==> src/rtl/imm4_alloc_pkg.sv <==
// Shared sizing and slot-tag helpers for the 4-wide immediate-store allocator.
// A slot tag is {group, lane}: the upper WIDTH_ADDR-2 bits pick the group, the low 2 bits the lane.
package imm4_alloc_pkg;

    localparam int DFLT_WIDTH_ADDR = 5;
    localparam int LANES           = 4;
    localparam int LANE_W          = 2;

    function automatic int size_of(input int width_addr);
        return 2 ** width_addr;
    endfunction

    function automatic int groups_of(input int width_addr);
        return (2 ** width_addr) / LANES;
    endfunction

    function automatic int gidx_w_of(input int width_addr);
        return width_addr - LANE_W;
    endfunction

    // One extra bit over the group index so the count can reach GROUPS itself.
    function automatic int cnt_w_of(input int width_addr);
        return width_addr - 1;
    endfunction

endpackage

==> src/rtl/imm4_alloc_pick.sv <==
// Lowest-index priority encoder over the free-group vector.
// Produces a one-hot grant, its binary index, and an any-free flag.
module imm4_alloc_pick #(
    parameter int GROUPS = 8,
    parameter int GIDX_W = 3
) (
    input  logic [GROUPS-1:0] i_free,
    output logic [GROUPS-1:0] o_grant,
    output logic [GIDX_W-1:0] o_idx,
    output logic              o_any
);

    always_comb begin
        // NOTE: every output gets a default before the loop so no path leaves one unassigned (no latch).
        o_grant = '0;
        o_idx   = '0;
        o_any   = 1'b0;
        for (int g = 0; g < GROUPS; g++) begin
            if (i_free[g] && !o_any) begin
                o_grant[g] = 1'b1;
                o_idx      = GIDX_W'(g);
                o_any      = 1'b1;
            end
        end
    end

endmodule

==> src/rtl/imm4_alloc.sv <==
// Group allocator and write-port driver for the 4-read/4-write immediate store.
// Optional feature: define IMM4_ALLOC_FLUSH_EN to add i_flush (clears all occupancy, blocks o_we).
module imm4_alloc
    import imm4_alloc_pkg::*;
#(
    parameter int WIDTH_ADDR = DFLT_WIDTH_ADDR,
    localparam int SIZE      = size_of(WIDTH_ADDR),
    localparam int GROUPS    = groups_of(WIDTH_ADDR),
    localparam int GIDX_W    = gidx_w_of(WIDTH_ADDR),
    localparam int CNT_W     = cnt_w_of(WIDTH_ADDR)
) (
    input  logic                  i_clk,
    input  logic                  i_rst,
    input  logic                  i_alloc_req,
    input  logic [LANES-1:0]      i_alloc_mask,
    output logic                  o_alloc_ready,
    output logic                  o_we,
    output logic [GROUPS-1:0]     o_waddr,
    output logic [GIDX_W-1:0]     o_gaddr,
    input  logic [LANES-1:0]      i_rel_en,
    input  logic [WIDTH_ADDR-1:0] i_rel_addr0,
    input  logic [WIDTH_ADDR-1:0] i_rel_addr1,
    input  logic [WIDTH_ADDR-1:0] i_rel_addr2,
    input  logic [WIDTH_ADDR-1:0] i_rel_addr3,
`ifdef IMM4_ALLOC_FLUSH_EN
    input  logic                  i_flush,
`endif
    output logic [CNT_W-1:0]      o_free_cnt
);

    logic [SIZE-1:0]       r_busy;
    logic [CNT_W-1:0]      r_free_cnt;
    logic                  r_ready;

    logic [SIZE-1:0]       w_busy_nxt;
    logic [CNT_W-1:0]      w_cnt_nxt;
    logic [GROUPS-1:0]     w_group_free;
    logic [GROUPS-1:0]     w_grant;
    logic [GIDX_W-1:0]     w_gidx;
    logic                  w_any;
    logic                  w_flush;
    logic                  w_we;
    logic [WIDTH_ADDR-1:0] w_rel_addr [LANES];

`ifdef IMM4_ALLOC_FLUSH_EN
    assign w_flush = i_flush;
`else
    assign w_flush = 1'b0;
`endif

    assign w_rel_addr[0] = i_rel_addr0;
    assign w_rel_addr[1] = i_rel_addr1;
    assign w_rel_addr[2] = i_rel_addr2;
    assign w_rel_addr[3] = i_rel_addr3;

    always_comb begin
        w_group_free = '0;
        for (int g = 0; g < GROUPS; g++) begin
            w_group_free[g] = ~|r_busy[LANES*g +: LANES];
        end
    end

    imm4_alloc_pick #(
        .GROUPS (GROUPS),
        .GIDX_W (GIDX_W)
    ) u_pick (
        .i_free  (w_group_free),
        .o_grant (w_grant),
        .o_idx   (w_gidx),
        .o_any   (w_any)
    );

    // A flush cycle never writes the store, so the granted group stays free.
    assign w_we    = i_alloc_req & r_ready & w_any & (|i_alloc_mask) & ~w_flush;
    assign o_we    = w_we;
    assign o_waddr = w_we ? w_grant : '0;
    assign o_gaddr = w_we ? w_gidx  : '0;

    // Releases clear first, then the grant sets its masked lanes; the granted group has no busy bits to clash with.
    always_comb begin
        w_busy_nxt = r_busy;
        if (w_flush) begin
            w_busy_nxt = '0;
        end else begin
            for (int n = 0; n < LANES; n++) begin
                if (i_rel_en[n]) begin
                    w_busy_nxt[w_rel_addr[n]] = 1'b0;
                end
            end
            for (int n = 0; n < LANES; n++) begin
                if (w_we && i_alloc_mask[n]) begin
                    w_busy_nxt[{w_gidx, LANE_W'(n)}] = 1'b1;
                end
            end
        end
    end

    always_comb begin
        w_cnt_nxt = '0;
        for (int g = 0; g < GROUPS; g++) begin
            w_cnt_nxt = w_cnt_nxt + CNT_W'(~|w_busy_nxt[LANES*g +: LANES]);
        end
    end

    // NOTE: state registers use non-blocking assignments so every flop samples pre-edge values.
    always_ff @(posedge i_clk) begin
        if (i_rst) begin
            r_busy     <= '0;
            r_free_cnt <= CNT_W'(GROUPS);
            r_ready    <= 1'b1;
        end else begin
            r_busy     <= w_busy_nxt;
            r_free_cnt <= w_cnt_nxt;
            r_ready    <= (w_cnt_nxt != '0);
        end
    end

    assign o_free_cnt    = r_free_cnt;
    assign o_alloc_ready = r_ready;

endmodule

==> config.mk <==
export PLATFORM = sky130hd
export DESIGN_NAME = imm4_alloc
export DESIGN_NICKNAME = d
export VERILOG_FILES = /design/src/rtl/imm4_alloc_pkg.sv /design/src/rtl/imm4_alloc_pick.sv /design/src/rtl/imm4_alloc.sv
export SDC_FILE = /design/constraint.sdc
export NUM_CORES = 1
export LEC_CHECK = 0
export ABC_CLOCK_PERIOD_IN_PS = 7820
export BUFFER_PORTS_ARGS = -buffer_cell sky130_fd_sc_hd__buf_2
export CAP_MARGIN = 20
export CORE_MARGIN = 2
export CORE_UTILIZATION = 39
export CTS_CLUSTER_DIAMETER = 150
export DETAILED_ROUTE_END_ITERATION = 6
export SLEW_MARGIN = 20
export SYNTH_ARGS = -nofsm -noshare
export SYNTH_HDL_FRONTEND = slang
export SYNTH_HIERARCHICAL = 1
export SYNTH_SLANG_ARGS = --single-unit
==> constraint.sdc <==
create_clock -name i_clk -period 7.82 [get_ports i_clk]
set_clock_uncertainty 0.1 [all_clocks]
set_input_delay 0.782 -clock i_clk [delete_from_list [all_inputs] [get_ports i_clk]]
set_output_delay 0.782 -clock i_clk [all_outputs]
set_load 0.02 [all_outputs]
== Yosys cells after proc, flatten, opt, wreduce, memory -nomap -nowiden ==
Index checks and enable logic that the tools add are counted.

* Input bits: 31
* Logic and storage cells: 147
* Output and inout bits: 17
* Register bits: 37

* Add/sub/neg operators: 7
* Mux-type cells: 48
* Magnitude comparators: 16
* Bitwise operators: 15
* Reduce and logical (&&, ||, !) cells: 58

{| class="wikitable"
|+ Operator list
! cell !! number
|-
| $mux W32 || 8
|-
| $and A32 B32 Y32 || 4
|-
| $not A32 Y32 || 4
|-
| $reduce_or A4 Y1 || 17
|-
| $lt A5 B6 Y1 const B || 8
|-
| $ge A5 B1 Y1 const B || 8
|-
| $or A32 B29 Y32 || 1
|-
| $or A32 B30 Y32 || 1
|-
| $or A32 B31 Y32 || 1
|-
| $or A32 B32 Y32 || 1
|-
| $mux W1 || 24
|-
| $logic_not A1 Y1 || 21
|-
| $demux W1 S5 || 4
|-
| $logic_and A1 B1 Y1 || 19
|-
| $add A4 B1 Y4 || 4
|-
| $mux W3 || 5
|-
| $demux W1 S3 || 4
|-
| $mux W8 || 1
|-
| $add A3 B1 Y4 || 1
|-
| $mux W2 || 2
|-
| $reduce_bool A4 Y1 || 1
|-
| $add A2 B1 Y3 || 1
|-
| $and A1 B1 Y1 || 3
|-
| $add A1 B1 Y2 || 1
|}

== Logic depth before layout (Yosys ltp) ==
Gate-level depths: netlist of the first run.

* Depth after elaboration: 44
* Gate-level depth with buffers: 17
* Depth with buffers taken out: 17

== Hierarchy ==
The synthesis of the first run kept the hierarchy.

{| class="wikitable"
|+ By module, submodules not included
! module !! cells an instance !! sequential area each (um^2) !! area each (um^2) !! instances
|-
| imm4_alloc || 324 || 740.7 || 2613.8 || 1
|-
| imm4_alloc_pick || 22 || 0.0 || 150.1 || 1
|}

== Least setup slack after synthesis of the first run ==
OpenSTA, ideal clock, no wires.

* Path kind: reg2reg
* Start point: register r_busy[0]
* End point: register r_ready, in the netlist o_alloc_ready
* Setup time: 0.130 ns
* Period minus slack after synthesis: 4.970 ns
* Data arrival time: 4.741 ns
* Data required time: 7.590 ns
* Setup slack: 2.850 ns
* Buffers on the path: 0
* Stages on the path, launching flop included: 18
* Cells stage by stage: dfxtp_1 -> nor4_1 -> nor4_4 -> and4b_1 -> a21o_1 -> or3b_1 -> nor2_1 -> a31oi_1 -> nand4_1 -> fa_1 -> fa_1 -> inv_1 -> fa_1 -> ha_1 -> inv_1 -> fa_1 -> xor2_1 -> nand4bb_1

* Word-level cells in the longest chain between the ends: 43
* Elaborated cells between the ends (all ways): 95
* Those cells by class: 7 x add/sub; 8 x order compare; 31 x mux; 10 x bitwise; 39 x reduce/logical

{| class="wikitable"
|+ RTL lines
! what !! RTL line !! text
|-
| from (decl) || imm4_alloc.sv:31 || <nowiki>logic [SIZE-1:0] r_busy;</nowiki>
|-
| from (signal assigned) || imm4_alloc.sv:112 || <nowiki>r_busy <= w_busy_nxt;</nowiki>
|-
| $reduce_or A4 Y1 (*) || imm4_alloc.sv:59 || <nowiki>w_group_free[g] = ~|r_busy[LANES*g +: LANES];</nowiki>
|-
| $mux W1 or $logic_and A1 B1 Y1 (tied branches) || imm4_alloc_pick.sv:19 || <nowiki>if (i_free[g] && !o_any) begin</nowiki>
|-
| $mux W1 || imm4_alloc_pick.sv:19 ||
|-
| $logic_not A1 Y1 || imm4_alloc_pick.sv:19 ||
|-
| $logic_and A1 B1 Y1 || imm4_alloc_pick.sv:19 ||
|-
| $mux W1 || imm4_alloc_pick.sv:19 ||
|-
| $logic_not A1 Y1 || imm4_alloc_pick.sv:19 ||
|-
| $logic_and A1 B1 Y1 || imm4_alloc_pick.sv:19 ||
|-
| [... 13 more ...] || -- ||
|-
| net w_gidx[0] || imm4_alloc.sv:39 || <nowiki>logic [GIDX_W-1:0] w_gidx;</nowiki>
|-
| [... 12 more ...] || -- ||
|-
| $reduce_or A4 Y1 || imm4_alloc.sv:101 || <nowiki>w_cnt_nxt = w_cnt_nxt + CNT_W'(~|w_busy_nxt[LANES*g +: LANES]);</nowiki>
|-
| $logic_not A1 Y1 || imm4_alloc.sv:101 ||
|-
| $add A1 B1 Y2 || imm4_alloc.sv:101 ||
|-
| $add A2 B1 Y3 || imm4_alloc.sv:101 ||
|-
| $add A3 B1 Y4 || imm4_alloc.sv:101 ||
|-
| $add A4 B1 Y4 (3 in series) || imm4_alloc.sv:101 ||
|-
| $add A4 B1 Y4 (*) || imm4_alloc.sv:101 ||
|-
| $reduce_bool A4 Y1 (*) || imm4_alloc.sv:114 || <nowiki>r_ready <= (w_cnt_nxt != '0);</nowiki>
|-
| to (signal assigned) || imm4_alloc.sv:114 ||
|-
| to (decl) || imm4_alloc.sv:33 || <nowiki>logic r_ready;</nowiki>
|}

The timed path passes the listed nets; every way through them passes the cells marked *.
A chain may end at the register's enable or synchronous reset.

== Final worst setup path of the first run ==
* Start point: register r_busy[16]
* End point: register r_ready, in the netlist o_alloc_ready

* Word-level cells in the longest chain between the ends: 35
* Elaborated cells between the ends (all ways): 83
* Those cells by class: 7 x add/sub; 8 x order compare; 24 x mux; 10 x bitwise; 34 x reduce/logical

{| class="wikitable"
|+ RTL lines
! what !! RTL line !! text
|-
| $reduce_or A4 Y1 (*) || imm4_alloc.sv:59 ||
|-
| $logic_not A1 Y1 (*) || imm4_alloc.sv:59 ||
|-
| net w_group_free[4] || imm4_alloc.sv:37 || <nowiki>logic [GROUPS-1:0] w_group_free;</nowiki>
|-
| $logic_and A1 B1 Y1 (*) || imm4_alloc_pick.sv:19 ||
|-
| $mux W1 || imm4_alloc_pick.sv:19 ||
|-
| $logic_not A1 Y1 || imm4_alloc_pick.sv:19 ||
|-
| $logic_and A1 B1 Y1 || imm4_alloc_pick.sv:19 ||
|-
| $mux W1 || imm4_alloc_pick.sv:19 ||
|-
| [... 6 more ...] || -- ||
|-
| net w_gidx[0] || imm4_alloc.sv:39 ||
|-
| [... 12 more ...] || -- ||
|-
| $reduce_or A4 Y1 || imm4_alloc.sv:101 ||
|-
| $logic_not A1 Y1 || imm4_alloc.sv:101 ||
|-
| $add A1 B1 Y2 || imm4_alloc.sv:101 ||
|-
| $add A2 B1 Y3 || imm4_alloc.sv:101 ||
|-
| $add A3 B1 Y4 || imm4_alloc.sv:101 ||
|-
| $add A4 B1 Y4 (3 in series) || imm4_alloc.sv:101 ||
|-
| $add A4 B1 Y4 (*) || imm4_alloc.sv:101 ||
|-
| $reduce_bool A4 Y1 (*) || imm4_alloc.sv:114 ||
|}

Marked as above.

==> results of run 1 <==
cells by family after synthesis:
group                    share of synthesized area (%)
AND/OR/NAND/NOR                                  37.39
AO/OA/AOI/OAI                                    26.53
flip-flops                                       26.80
buffers and inverters                            4.708
adder cells (fa/ha/maj)                          4.256
XOR/XNOR                                        0.3169
metrics by stage:
step,hold WS (ps),utilization [%],cells,setup slack [ps]
2_1_floorplan,377.5,-,346,2850
3_3_place_gp,402.0,44.30,472,2446
3_5_place_dp,418.5,44.30,472,2303
4_1_cts,435.8,45.62,479,2313
5_1_grt,476.0,45.81,479,2064
6_report,431.4,45.81,479,2305
power groups by stage:
stage	logic (W)	registers (W)	clock network, W
after floorplan	0.000265	0.000235	0
after global placement	0.000365	0.000224	0
after detailed placement	0.000370	0.000225	0
after CTS	0.000372	0.000220	0.000142
after global routing	0.000433	0.000223	0.000150
final	0.000376	0.000221	0.000141
sequential cells by signal (all words and copies together) (netlist names):
register / cells
o_free_cnt: 4
r_busy: 32
o_alloc_ready: 1
worst max-delay path, delay by kind of cell, from the launching register on:
kind	cells	cell delay, ps
flops	1	330
fa+ha+maj	5	2040
simple gates	7	2310
xor+xnor	1	180
compound gates	2	320
buf+inv	2	100
per-layer routing:
layer / routed length, um / GRT usage, %
met2: 4244 / 38.48
met4: 274 / 8.678
met5: 0 / 0
met1: 3984 / 34.08
met3: 871 / 4.995
worst paths after layout:
path              start  slack [ps]       endpoint  cells after the start
max          r_busy[16]        2310  o_alloc_ready                     17
min reg2reg  r_busy[20]         430     r_busy[20]                      2
max reg2reg  r_busy[16]        2310  o_alloc_ready                     17
min          r_busy[20]         430     r_busy[20]                      2
placed cells by master (no fill, tap or decap), types with 4 or more instances in the layout:
master and n:
a22oi_1 64, clkbuf_8 6, nor4_1 7, nand4_1 9, buf_2 47, inv_1 8, nor3_1 4, and2_1 12
a31oi_1 32, fa_1 4, nor2_1 72, nor3b_2 5, and3_1 7, nor3b_1 13, dfxtp_1 37, and3b_1 16
and3b_2 4
final cells by class:
| cell class | instances | area [um2] |
|---|---|---|
| timing repair buffer | 48 | 242.7 |
| inverter | 8 | 30.03 |
| multi-input combinational | 283 | 1906 |
| clock inverter | 1 | 7.507 |
| clock buffer | 6 | 82.58 |
| tap | 96 | 120.1 |
| fill | 741 | 3702 |
| sequential | 37 | 740.7 |
==> run summary, run 1 <==
CP dominant cell by count: fa_1
Netlist Area Pre-Place: 0.002764 mm2
Iteration-0 DRC Markers: 412
register share of total power: 30.0%
synth top area cells: dfxtp_1, a22oi_1, nor2_1
Synth Instances: 346
Sw Share: 41.07%
share of post-route cells with drive strength above 1: 18.28%
Layout area overhead: 13.22%
crit-path max FO: 9
number of remaining DRC errors: 0
Comb power frac: 50.9%
Port Buffers: 47
root buf cell: clkbuf_8
FF+latch count, synth: 37
RSZ-0062 raised after global routing: false
CTS resizes: 0
cell area power density: 235.9 mW/mm2
nets@finish: 421
clk slew on worst S/H paths: 80 ps
final wirelength: 9.375 mm
Peak Freq: 0.1813 GHz
Slowest cell on crit path: nor4_1
Critical Path RT: 7880 ps
DR WL/cell: 19.57 um
Net Switching: 0.0003032 W
synth unique cells: 39
count leader, synth: nor2_1
TNS Setup: 0 ps
dominant synthesized flop cell: dfxtp_1
crit-path max cell delay: 880 ps
Via density: 6.326
Worst Setup End Kind: flip-flop
Die ar.: 0.007777 mm2
final hold violation count: 0
Synth top area share: 26.80%
gpl congestion: 0.9825
Final HPWL DP: 6.961 mm
vias in the first global route: 2794
worst skew pair latency: 290 ps
Int Pwr: 0.0004351 W
CP arrival: 5580 ps
core area: 0.006832 mm2
min-delay worst type: reg2reg
EDFF count, synth: 0
Final Instance Area: 0.003129 mm2
Initial Util: 40.46%
setup violators final: 0
H-tree Lvls: 2
Post-synth top cells: nor2_1, a22oi_1, dfxtp_1, a31oi_1, and3b_1
Least-Margin Pin Slew: 1024 ps
Pwr Total: 0.0007383 W
Overflow after GRT: 0
initial antenna violation count: 0
Tmin final: 5515 ps
global-route wire length before repair: 14.71 mm
CP Class: reg2reg
n_diodes: 0
Ys Warns: 6
Syn Area/Cell: 7.988 um2
Pre-Repair DR Iteration Count: 5
Clock Sinks: 37
Slew HR: 31.09%
status: complete, no violations
CTS tree: built
Final ANT Viol Nets: 0
Synthesized Nets: 384
GRT Overall Usage: 24.74%
Hold Buf Count CTS: 0
peak supply drop: 0.1055 mV
clock share of power: 19.1%
largest net degree at the start of global routing: 37
crit-path cells: nor4_1 > nor2_1 > and4b_1 > a21o_1 > or3b_4 > nor2_1 > a31oi_1 > nand4_1 > fa_1 > fa_1 > inv_1 > fa_1 > ha_1 > inv_1 > fa_1 > xor2_1 > nand4bb_1
DP Area: 0.003027 mm2
Leak: 1.203 nW
Async SR Flop Fraction: 0%
max-slew violation count: 0
chip width: 88.19 um
Die Ht: 88.19 um
Rows: 30
cts bufs inserted: 5
register area share after synthesis: 26.80%
Critical Path Start Type: flip-flop
Max Root-Sink Buffers: 2
Final period util: 70.52%
vias post-DR: 3030
IO Count: 48
Post CTS Setup Buffer Count: 0
max-cap violation count: 0
Synth area leader: dfxtp_1
Note: power is estimated with default switching activity, not from simulation.
==> run 2, diff against run 1 <==
- ABC_CLOCK_PERIOD_IN_PS: 7820 -> 4750
- clock period: 7.82 -> 4.75 ns (I/O delays scaled with it)
==> run 2 against run 1 <==
- sequential cell count unchanged
- via count increased by 4.6%
- first-iteration DRC count decreased by 16%
- total power increased by 84%
- the flow now finishes with violations (DRC)
- sequential power increased by 67%
- cell area increased by 14%
- sequential share of layout area decreased by 2.5 points
- core utilization increased by 6.2 points
- die area unchanged
==> run summary, run 2 (synthesized netlist as in run 1, its figures left out) <==
Peak Freq: 0.2179 GHz (was 0.1813 GHz)
gpl congestion: 0.8719 (was 0.9825)
setup violators final: 0 (unchanged)
Sw Share: 40.46% (was 41.07%)
Slew HR: 56.82% (was 31.09%)
Pre-Repair DR Iteration Count: 7 (was 5)
Least-Margin Pin Slew: 647.6 ps (was 1024 ps)
Critical Path RT: 4830 ps (was 7880 ps)
max-cap violation count: 0 (unchanged)
wire length on met3: 732 um (was 871 um)
register share of total power: 27.3% (was 30.0%)
H-tree Lvls: 2 (unchanged)
Die Ht: 88.19 um (unchanged)
vias post-DR: 3169 (was 3030)
# fillers: 677 (was 741)
crit-path max cell delay: 530 ps (was 880 ps)
CTS tree: built (unchanged)
final wirelength: 9.582 mm (was 9.375 mm)
vias in the first global route: 2888 (was 2794)
DRT met1 WL: 4.245 mm (was 3.984 mm)
footprint of the multi-input gates: 0.002043 mm2 (was 0.001906 mm2)
CP dominant cell by count: fa_1 (unchanged)
Leak: 1.411 nW (was 1.203 nW)
DP Area: 0.003254 mm2 (was 0.003027 mm2)
worst skew pair latency: 300 ps (was 290 ps)
Placement Setup Slack: -78.34 ps (was 2303 ps)
Rows: 30 (unchanged)
final core occ: 52.05% (was 45.81%)
CP arrival: 4660 ps (was 5580 ps)
nets@finish: 459 (was 421)
crit-path max FO: 4 (was 9)
CP Class: reg2reg (unchanged)
Tmin final: 4589 ps (was 5515 ps)
initial antenna violation count: 0 (unchanged)
TNS Setup: 0 ps (unchanged)
root buf cell: clkbuf_8 (unchanged)
CP top delay family: adder cells (was simple AND/OR/NAND/NOR gates)
Final period util: 96.62% (was 70.52%)
global-route wire length before repair: 14.79 mm (was 14.71 mm)
DR WL/cell: 18.50 um (was 19.57 um)
Slowest cell on crit path: fa_2 (was nor4_1)
Critical Path Start Type: flip-flop (unchanged)
Port Buffers: 47 (unchanged)
Clock Sinks: 37 (unchanged)
Int Pwr: 0.0008070 W (was 0.0004351 W)
share of post-route cells with drive strength above 1: 33.65% (was 18.28%)
status: finished, violations left (was complete, no violations)
Initial Util: 40.46% (unchanged)
core area: 0.006832 mm2 (unchanged)
CP Buf/Inv Count: 3 (was 2)
min-delay worst type: reg2reg (unchanged)
clock share of power: 16.2% (was 19.1%)
crit-path cells: nor4_4 > buf_4 > nor4_4 > and4b_1 > a21o_1 > or3b_4 > nor2_2 > a31oi_1 > nand4_1 > fa_1 > fa_1 > inv_1 > fa_1 > ha_2 > inv_1 > fa_2 > nand4bb_1 (was nor4_1 > nor2_1 > and4b_1 > a21o_1 > or3b_4 > nor2_1 > a31oi_1 > nand4_1 > fa_1 > fa_1 > inv_1 > fa_1 > ha_1 > inv_1 > fa_1 > xor2_1 > nand4bb_1)
met2 WL: 4.320 mm (was 4.244 mm)
Overflow after GRT: 0 (unchanged)
clk slew on worst S/H paths: 80 ps (about the same)
Final HPWL DP: 7.195 mm (was 6.961 mm)
Net Switching: 0.0005485 W (was 0.0003032 W)
setup ws final: 160.7 ps (was 2305 ps)
chip width: 88.19 um (unchanged)
cell area power density: 381.2 mW/mm2 (was 235.9 mW/mm2)
GRT Overall Usage: 25.06% (was 24.74%)
Final Instance Area: 0.003556 mm2 (was 0.003129 mm2)
failing checks: DRC
peak supply drop: 0.1614 mV (was 0.1055 mV)
Final ANT Viol Nets: 0 (unchanged)
Via density: 6.118 (was 6.326)
Worst Setup End Kind: flip-flop (unchanged)
max reg flops: 32 (unchanged)
Iteration-0 DRC Markers: 348 (was 412)
Comb power frac: 56.5% (was 50.9%)
max-slew violation count: 0 (unchanged)
Storage cell area: 752.0 um2 (was 740.7 um2)
number of remaining DRC errors: 1 (was 0)
Reg with most FFs: r_busy (unchanged)
Layout area overhead: 28.66% (was 13.22%)
IO Count: 48 (unchanged)
final hold violation count: 0 (unchanged)
largest net degree at the start of global routing: 37 (unchanged)
n_diodes: 0 (unchanged)
most frequent cells in the layout: nor2_1, a22oi_1, buf_2 (unchanged)
Max Root-Sink Buffers: 2 (unchanged)
WHS: 434.1 ps (was 431.4 ps)
Die ar.: 0.007777 mm2 (unchanged)
cts bufs inserted: 5 (unchanged)
DR top layer: met4 (unchanged)
-- run 2: cell count changes in the layout (fill, tap and decap cells not counted), moves of 3 or more --
cell | before | now
buf_4 | 1 | 39
dfxtp_1 | 37 | 28
dfxtp_2 | 0 | 9
nor2_1 | 72 | 64
nor2_2 | 0 | 7
nor4_1 | 7 | 1
nor4_2 | 2 | 6
a31oi_1 | 32 | 29
a31oi_2 | 0 | 3
-- run 2: area by class of cell --
type	count	area share, %
Clock inverter	2	0.2815
Clock buffer	6	2.041
Multi-Input combinational cell	283	57.46
Tap cell	96	3.378
Inverter	8	0.8445
Timing Repair Buffer	86	14.85
Sequential cell	37	21.15
-- run 2: what timing repair did --
item,CTS,global route
pin swaps,0,17
buffers inserted,1,10
gates resized for setup,4,33
hold buffers,0,0
setup endpoints to repair,3,3
-- run 2: power groups by stage --
stage	logic [W]	registers, W	clock network (W)
2_1_floorplan	0.000441	0.000390	0
3_3_place_gp	0.000665	0.000371	0
3_5_place_dp	0.000676	0.000372	0
4_1_cts	0.000690	0.000364	0.000224
5_1_grt	0.000845	0.000372	0.000239
6_report	0.000766	0.000370	0.000220
-- run 2: path summary, 6_finish.rpt --
kind / startpoint / to / slack, ps / depth (start not counted)
worst max-delay path: r_busy[3] / o_alloc_ready / 160 / 17
worst min-delay path: r_busy[8] / r_busy[8] / 430 / 2
worst max register to register: r_busy[3] / o_alloc_ready / 160 / 17
worst min register to register: r_busy[8] / r_busy[8] / 430 / 2
-- run 2: routing by layer --
metal,track usage [%],vias to the layer above
met2,39.10,177
met4,10.06,0
met1,34.00,1481
met3,4.901,23
met5,0,-
li1,-,1488
-- run 2: stage by stage --
| step | std cells | power [W] |
|---|---|---|
| after detailed placement | 499 | 0.001048 |
| after global placement | 499 | 0.001035 |
| after floorplan | 346 | 0.0008308 |
| after CTS | 508 | 0.001278 |
| final | 518 | 0.001356 |
| after global routing | 518 | 0.001456 |
-- run 2: worst reg2reg max path: cells and delay by family, from the launching register on --
family                   cells  cell delay (ps)
flip-flops                   1              370
AO/OA/AOI/OAI                2              230
AND/OR/NAND/NOR              7             1400
adder cells (fa/ha/maj)      5             2120
buffers and inverters        3              250
==> run 3, diff against run 2 <==
- RECOVER_POWER: not set -> 25
==> run 3 against run 2 <==
- the run still ends with DRC left
- non-clock buffer count stayed put
- register-to-register slack hardly changed
- die area stayed put
- hold slack hardly changed
- combinational power is 0.5% lower
- sequential power hardly changed
- cell area is 0.18% lower
- critical path type unchanged
- critical endpoint unchanged
- largest cell class unchanged
- highest routed layer unchanged
==> run summary, run 3 (synthesized netlist as in run 1, its figures left out) <==
hold path start: r_busy[8] (unchanged)
cts bufs inserted: 5 (unchanged)
Net Switching: 0.0005490 W (was 0.0005485 W)
setup violators final: 0 (unchanged)
Leak: 1.397 nW (was 1.411 nW)
root buf cell: clkbuf_8 (unchanged)
# fillers: 678 (was 677)
share of post-route cells with drive strength above 1: 32.46% (was 33.65%)
GR Util met2: 39.10% (unchanged)
Die ar.: 0.007777 mm2 (unchanged)
most frequent cells in the layout: nor2_1, a22oi_1, buf_2 (unchanged)
GRT Overall Usage: 25.06% (unchanged)
met1 usage: 34.00% (unchanged)
status: finished, violations left (unchanged)
max-slew violation count: 0 (unchanged)
Pre-Repair DR Iteration Count: 7 (unchanged)
Via density: 6.112 (was 6.118)
Iteration-0 DRC Markers: 348 (unchanged)
cell area power density: 380.8 mW/mm2 (was 381.2 mW/mm2)
Final ANT Viol Nets: 0 (unchanged)
nets@finish: 459 (unchanged)
final core occ: 51.96% (was 52.05%)
Hold Buf Count CTS: 0 (unchanged)
M3 GR Usage: 4.901% (unchanged)
Worst Setup End Kind: flip-flop (unchanged)
initial antenna violation count: 0 (unchanged)
Overflow after GRT: 0 (unchanged)
worst skew pair latency: 300 ps (about the same)
gpl congestion: 0.8719 (unchanged)
Clock Sinks: 37 (unchanged)
Final HPWL DP: 7.195 mm (unchanged)
TNS Setup: 0 ps (unchanged)
core area: 0.006832 mm2 (unchanged)
clock share of power: 16.3% (was 16.2%)
Port Buffers: 47 (unchanged)
Critical Path Start Type: flip-flop (unchanged)
register share of total power: 27.4% (was 27.3%)
n_diodes: 0 (unchanged)
Final period util: 96.61% (was 96.62%)
crit-path max FO: 4 (unchanged)
Tmin final: 4589 ps (about the same)
Initial Util: 40.46% (unchanged)
Slew HR: 55.68% (was 56.82%)
max reg flops: 32 (unchanged)
Worst Hold Depth: 2 (unchanged)
CP Class: reg2reg (unchanged)
R2R Setup Slk: 160 ps (about the same)
Max Root-Sink Buffers: 2 (unchanged)
peak supply drop: 0.1613 mV (was 0.1614 mV)
IO Count: 48 (unchanged)
Rows: 30 (unchanged)
worst r2r src: r_busy[3] (unchanged)
DR WL/cell: 18.55 um (was 18.50 um)
R2R cell count: 17 (unchanged)
Non-Filler Instances: 518 (unchanged)
Comb power frac: 56.4% (was 56.5%)
vias post-DR: 3166 (was 3169)
Int Pwr: 0.0008028 W (was 0.0008070 W)
Layout area overhead: 28.43% (was 28.66%)
Critical Path RT: 4820 ps (was 4830 ps)
grt peak-use layer: met2 (unchanged)
clk slew on worst S/H paths: 80 ps (about the same)
Die Ht: 88.19 um (unchanged)
H-tree Lvls: 2 (unchanged)
vias in the first global route: 2888 (unchanged)
max-cap violation count: 0 (unchanged)
CP arrival: 4660 ps (about the same)
chip width: 88.19 um (unchanged)
largest net degree at the start of global routing: 37 (unchanged)
min-delay worst type: reg2reg (unchanged)
end of the worst register-to-register path: o_alloc_ready (unchanged)
Sw Share: 40.61% (was 40.46%)
global-route wire length before repair: 14.79 mm (unchanged)
Peak Freq: 0.2179 GHz (about the same)
Final Instance Area: 0.003550 mm2 (was 0.003556 mm2)
final wirelength: 9.607 mm (was 9.582 mm)
CTS tree: built (unchanged)
number of remaining DRC errors: 1 (unchanged)
Reg with most FFs: r_busy (unchanged)
Hold Path Sink: r_busy[8] (unchanged)
DP Cell Count: 499 (unchanged)
Least-Margin Pin Slew: 664.8 ps (was 647.6 ps)
DP Area: 0.003254 mm2 (unchanged)
final hold violation count: 0 (unchanged)
failing checks: DRC (unchanged)
run 3: repair_timing:
action,in CTS,in global routing
gates resized for setup,4,33
buffers inserted,1,10
endpoints found under the setup margin,3,3
pin swaps,0,17
run 3: how the worst max path moves through the flow:
stage / cells after the start / start / end / slack, ps
4_1_cts: 18 / r_busy[6] / o_alloc_ready / 2
3_3_place_gp: 18 / r_busy[16] / o_alloc_ready / -60
3_5_place_dp: 18 / r_busy[16] / o_alloc_ready / -80
6_report: 17 / r_busy[3] / o_alloc_ready / 160
5_1_grt: 17 / r_busy[3] / o_alloc_ready / -20
2_1_floorplan: 17 / r_busy[0] / o_alloc_ready / 50
run 3: cell type report:
type | count | area (um2) | share of cell area, %
inverter | 8 | 30.03 | 0.8460
tap | 96 | 120.1 | 3.384
sequential | 37 | 752.0 | 21.18
clock buffer | 6 | 72.57 | 2.044
clock inverter | 2 | 10.01 | 0.2820
multi-input combinational | 283 | 2043 | 57.56
timing repair buffer | 86 | 521.8 | 14.70
run 3: power groups by stage:
stage | clock (W) | sequential, W | combinational [W]
detailed placement | 0 | 0.000372 | 0.000676
floorplan | 0 | 0.000390 | 0.000441
global route | 0.000239 | 0.000373 | 0.000840
finish | 0.000220 | 0.000370 | 0.000762
CTS | 0.000224 | 0.000364 | 0.000690
global placement | 0 | 0.000371 | 0.000665
run 3: through the flow:
stage          total power, W  hold slack, ps  setup WS (ps)
6_report             0.001352           434.2          161.0
5_1_grt              0.001452           458.7         -19.74
4_1_cts              0.001278           435.4          2.001
3_5_place_dp         0.001048           419.4         -78.34
3_3_place_gp         0.001035           412.9         -57.87
2_1_floorplan       0.0008308           377.6          50.17
run 3: layer usage:
metal / part of all wire (%) / vias up
met5: 0 / -
met4: 3.0 / 0
met3: 7.5 / 24
met2: 45 / 175
met1: 45 / 1478
li1: - / 1489
run 3: critical path, stage by stage (launching register included):
cell	delay, ps
dfxtp_2	370
nor4_4	60
buf_4	150
nor4_4	260
and4b_1	260
a21o_1	160
or3b_4	450
nor2_2	130
a31oi_1	70
nand4_1	140
fa_1	440
fa_1	500
inv_1	50
fa_1	480
ha_2	170
inv_1	50
fa_2	530
nand4bb_1	90
